## src/rtl/gobou_serial_stream.sv

```systemverilog
`default_nettype none
// ==== gobou_serial_stream : CORE-lane vector to serial beat stream, one-deep pending buffer ====
// ==== rev 1.0 ==================================================================================
module gobou_serial_stream #(
  parameter int DWIDTH = 16,
  parameter int CORE   = 16,
  parameter int LWIDTH = $clog2(CORE + 1)
) (
  input  logic                     clk,
  input  logic                     xrst,
  input  logic                     in_valid,
  output logic                     in_ready,
  input  logic signed [DWIDTH-1:0] in_data [CORE-1:0],
  input  logic [LWIDTH-1:0]        in_len,
  input  logic                     in_rev,
  output logic                     out_valid,
  input  logic                     out_ready,
  output logic signed [DWIDTH-1:0] out_data,
  output logic                     out_last,
  output logic                     busy
);

  localparam logic [0:0] S_IDLE  = 1'b0;
  localparam logic [0:0] S_SHIFT = 1'b1;
  localparam logic [LWIDTH-1:0] C_CORE_LEN = LWIDTH'(CORE);
  localparam logic [LWIDTH-1:0] C_ONE      = LWIDTH'(1);

  logic [0:0]               r_state;
  logic signed [DWIDTH-1:0] r_act_data [CORE-1:0];
  logic [LWIDTH-1:0]        r_act_len;
  logic                     r_act_rev;
  logic [LWIDTH-1:0]        r_cnt;
  logic signed [DWIDTH-1:0] r_pend_data [CORE-1:0];
  logic [LWIDTH-1:0]        r_pend_len;
  logic                     r_pend_rev;
  logic                     r_pend_valid;

  logic                     w_act_valid;
  logic                     w_accept;
  logic                     w_beat;
  logic                     w_last;
  logic                     w_act_free;
  logic [LWIDTH-1:0]        w_eff_len;
  logic [LWIDTH-1:0]        w_idx;
  logic signed [DWIDTH-1:0] w_sel;

  assign w_act_valid = (r_state == S_SHIFT);
  assign in_ready    = !r_pend_valid;
  assign w_accept    = in_valid & in_ready;
  assign w_last      = w_act_valid & (r_cnt == r_act_len - C_ONE);
  assign w_beat      = w_act_valid & out_ready;
  assign w_act_free  = !w_act_valid | (w_beat & w_last);
  assign w_eff_len   = ((in_len == '0) || (in_len > C_CORE_LEN)) ? C_CORE_LEN : in_len;
  assign w_idx       = r_act_rev ? (r_act_len - C_ONE - r_cnt) : r_cnt;

  always_comb begin
    w_sel = '0;
    for (int i = 0; i < CORE; i++) begin
      if (w_act_valid && (w_idx == LWIDTH'(i))) begin
        w_sel = r_act_data[i];
      end
    end
  end

  assign out_valid = w_act_valid;
  assign out_last  = w_last;
  assign out_data  = w_sel;
  assign busy      = w_act_valid | r_pend_valid;

  always_ff @(posedge clk) begin
    if (xrst) begin
      r_state      <= S_IDLE;
      r_act_len    <= '0;
      r_act_rev    <= 1'b0;
      r_cnt        <= '0;
      r_pend_len   <= '0;
      r_pend_rev   <= 1'b0;
      r_pend_valid <= 1'b0;
    end else if (w_act_free) begin
      // Pending always wins; in_ready is low whenever it is full, so no accept collides.
      if (r_pend_valid) begin
        r_state      <= S_SHIFT;
        r_act_len    <= r_pend_len;
        r_act_rev    <= r_pend_rev;
        r_cnt        <= '0;
        r_pend_valid <= 1'b0;
      end else if (w_accept) begin
        r_state   <= S_SHIFT;
        r_act_len <= w_eff_len;
        r_act_rev <= in_rev;
        r_cnt     <= '0;
      end else begin
        r_state <= S_IDLE;
      end
    end else begin
      if (w_accept) begin
        r_pend_len   <= w_eff_len;
        r_pend_rev   <= in_rev;
        r_pend_valid <= 1'b1;
      end
      if (w_beat) begin
        r_cnt <= r_cnt + C_ONE;
      end
    end
  end

  // Lane storage carries no reset; output is gated by the active-valid state.
  always_ff @(posedge clk) begin
    if (w_act_free && r_pend_valid) begin
      r_act_data <= r_pend_data;
    end else if (w_act_free && w_accept) begin
      r_act_data <= in_data;
    end
    if (!w_act_free && w_accept) begin
      r_pend_data <= in_data;
    end
  end

endmodule
`default_nettype wire

```

## config.mk

```make
export PLATFORM = sky130hd
export DESIGN_NAME = gobou_serial_stream
export DESIGN_NICKNAME = d
export VERILOG_FILES = /design/src/rtl/gobou_serial_stream.sv
export SDC_FILE = /design/constraint.sdc
export NUM_CORES = 1
export LEC_CHECK = 0
export CAP_MARGIN = 40
export CORE_UTILIZATION = 55
export CTS_CLUSTER_DIAMETER = 50
export DETAILED_ROUTE_END_ITERATION = 12
export PLACE_DENSITY = 0.8
export SLEW_MARGIN = 25
export SYNTH_ARGS = -nofsm -noshare
export SYNTH_HDL_FRONTEND = slang
export SYNTH_SLANG_ARGS = --single-unit
```

## constraint.sdc

```tcl
create_clock -name clk -period 13.2 [get_ports clk]
set_clock_uncertainty 0.1 [all_clocks]
set_input_delay 3.3 -clock clk [delete_from_list [all_inputs] [get_ports clk]]
set_output_delay 3.3 -clock clk [all_outputs]
set_load 0.01 [all_outputs]
```

==> results by group <==
Die
  – Total Die Area: 40,800 sq um
  – Initial cell density of the core: 0.564
  – Height of the die: 202 um
  – IO Count: 286
  – Core ar.: 39,000 sq um
  – Chip Width: 202 um
  – Cell Rows: 72

STA
  – Setup TNS: 0 ps
  – Hold Violations, Final: 0
  – Max transition margin: 0.349
  – Pin slew with the least headroom to its limit: 952 ps
  – Max-slew violation count: 0
  – Final critical-path required period: 8920 ps
  – Fmax: 112 MHz
  – Final Hold Slack: 360 ps
  – Period utilisation layout: 0.676
  – Setup repair after global routing missed its margin: no
  – Number of setup violations in the final report: 0

Clock tree
  – Number of instances resized during post-cts repair: 0
  – Later-pin clock latency in the skew report: 610 ps
  – Clock sink total: 531
  – Buffers inserted by post-CTS timing repair: 0
  – Clock transition time at the flip-flop clock pins of the worst setup and hold paths: 60 ps
  – TritonCTS Buffers: 53
  – Clock tree root driver cell: clkbuf_16
  – Maximum buffer depth of the clock tree: 3
  – Number of hold buffers added after CTS: 0
  – CTS tree: built
  – H-Tree Level Count: 2

GRT
  – Largest net degree at the start of global routing: 181
  – GRT Residual Overflow: 0
  – Number of global-route vias before repair: 13,400
  – First-pass GRT wire length: 83,200 um
  – Initial antenna violation count: 2
  – All-Layer GR Usage: 0.274

Detailed routing
  – Final routed wirelength across all metal layers: 55,400 um
  – Mean routed wirelength per cell: 25.1 um
  – Overall via count from detail_route: 13,500
  – Vias per inst: 6.10
  – Drt initial violations: 1,621
  – Drt first pass iters: 7
  – DRC violations left: 0
  – Antenna viol nets, final: 0

Power
  – Worst supply voltage drop on vdd: 0.0921 mV
  – Switching share of power: 0.237
  – P per Cell Area: 143 nW/um^2
  – Relative contribution of combinational cells to total power: 0.119
  – Switching power summed over all nets: 0.916 mW
  – Flop pwr share: 0.517
  – Clock network fraction of design power: 0.363
  – Int Power: 2.96 mW
  – Leakage power total: 9.09 nW

Yosys
  – Number of warning messages in the yosys log: 0
  – Distinct cell type count of the synthesized netlist: 72
  – Compound-gate portion of the synthesized area: 0.0788
  – Synthesized area: 22,000 sq um
  – Synthesis-stage register bit count: 531
  – Async set or reset register ratio after synthesis: 0
  – Largest family of logic cells by synthesized area: multiplexers
  – Adder and majority cell fraction of the synthesized area: 0.00489
  – Post-Synth XOR/XNOR Area: 0.00307
  – Syn_area_per_cell: 16.2 sq um
  – Primary flip-flop cell chosen by synthesis mapping: edfxtp_1
  – Top post-synthesis cells by area: edfxtp_1 (70%), mux2_2 (13%), dfxtp_1 (1.7%)
  – Number of nets produced by synthesis: 1,631
  – Dominant cell type by area after synthesis: edfxtp_1
  – Portion of synthesized cell area occupied by the leading cell type: 0.699
  – Multiplexer fraction of the synthesized cell area: 0.135
  – Fraction of the mapped netlist area in simple logic gates: 0.0442
  – Post-synthesis sequential area ratio: 0.716
  – Synthesized netlist cell count: 1,357
  – Number of flops mapped to enable cells by yosys: 512

Finish
  – Most used cells in the layout excluding fill and tap cells: edfxtp_1 (512), clkdlybuf4s50_1 (285), mux2_2 (257)
  – Summed area of non-filler cells in the final layout: 27,200 sq um
  – Post-layout net count: 1,926
  – P&R area growth vs syn: 23.6%
  – Fraction of the core area covered by cells at the end of the flow: 0.697
  – Fraction of final layout cells with drive strength greater than 1: 0.220
  – Most common library cell in the layout ignoring fill and taps: edfxtp_1

Run
  – Max cap viols: 0

Placed design
  – Sum of net half-perimeters after detailed placement: 38,000 um
  – Number of buffers added on ports: 285
  – GP Congestion: 0.875
  – Placed Instance Area: 25,500 sq um

Worst setup path
  – Nature of the critical path endpoint: output pin
  – Max Fanout on Critical Path: 18
  – Crit path arrival time: 5520 ps
  – Critical Setup Path Class: reg -> out
  – Worst-case reg-to-reg path depth: 8
  – Crit start category: flop
  – Data required time at the worst endpoint: 9800 ps

Outcome
  – Result of the run: finished, final reports clean

Min path
  – Number of instances on the worst hold path: 2
  – HP Class: reg -> reg
## metrics by stage
step                power (mW)  worst slack, ps  std cells
floorplan                 2.29             1330       1357
global placement          2.47             4900       2100
detailed placement        2.49             5030       2112
CTS                       3.88             4350       2207
global route              3.99             3990       2211
finish                    3.87             4280       2212
## worst max-delay path, stage by stage (launching register included)
cell             delay [ps]
dfxtp_1                 690
ha_1                    280
inv_1                    70
fa_1                    670
nand3b_1                220
o21ai_2                 200
buf_6                   240
nor2_1                  490
a21oi_1                 290
o31a_1                  380
a41oi_1                 320
a21oi_1                 170
o21ai_0                 290
clkdlybuf4s50_1         610
## cells by family after synthesis
kind of cell / after synthesis
flip-flops: 531
multiplexers: 264
AO/OA/AOI/OAI: 255
AND/OR/NAND/NOR: 205
buffers and inverters: 88
adder cells (fa/ha/maj): 8
XOR/XNOR: 6
## layer usage
| metal | part of all wire | vias to the layer above | track usage |
|---|---|---|---|
| met2 | 0.46 | 735 | 0.418 |
| met4 | 0.030 | 0 | 0.0958 |
| li1 | - | 5970 | - |
| met3 | 0.098 | 93 | 0.0642 |
| met5 | 0 | - | 0 |
| met1 | 0.41 | 6699 | 0.388 |
## power groups by stage
| stage | Sequential (mW) | Clock (mW) | Combinational, mW |
|---|---|---|---|
| floorplan | 2.05 | 0 | 0.237 |
| global placement | 2.04 | 0 | 0.438 |
| detailed placement | 2.04 | 0 | 0.452 |
| CTS | 2.00 | 1.42 | 0.457 |
| global route | 2.01 | 1.49 | 0.491 |
| finish | 2.00 | 1.41 | 0.462 |
## state kept, by name, indices dropped and copies added (netlist names)
name	cells
r_act_rev	1
r_pend_data	256
r_pend_rev	1
r_pend_len	5
r_cnt	5
r_act_len	5
r_act_data	256
out_valid	1
r_pend_valid	1
## Yosys cell counts, drive strengths merged (7+ instances only)
cell type,count
nor2,57
a211oi,11
ha,7
a21oi,63
mux2,257
inv,17
a22oi,28
buf,44
a31oi,7
a221oi,15
o21ai,43
and3,8
dfxtp,19
nand2,71
o22ai,18
a221o,7
clkbuf,27
mux2i,7
o211ai,8
nor3,18
edfxtp,512
nor3b,10
nand3,16
o21a,8
a41oi,7
## final timing paths
check,from,to,slack (ps)
max reg2reg,r_cnt[0],r_act_data[188],8760
min reg2reg,r_pend_rev,r_pend_rev,360
max,r_cnt[0],out_data[0],4280
min,r_pend_rev,r_pend_rev,360
## cell type report
class	instances	area (sq um)
fillers	2547	11800
flip-flops and latches	531	15800
well taps	518	648
multi-input cells	738	5880
clock buffers	68	1380
diodes	2	5.00
repair buffers	311	3210
inverters	17	71.3
clock inverters	27	215
Power figures use the tool's default switching activity.
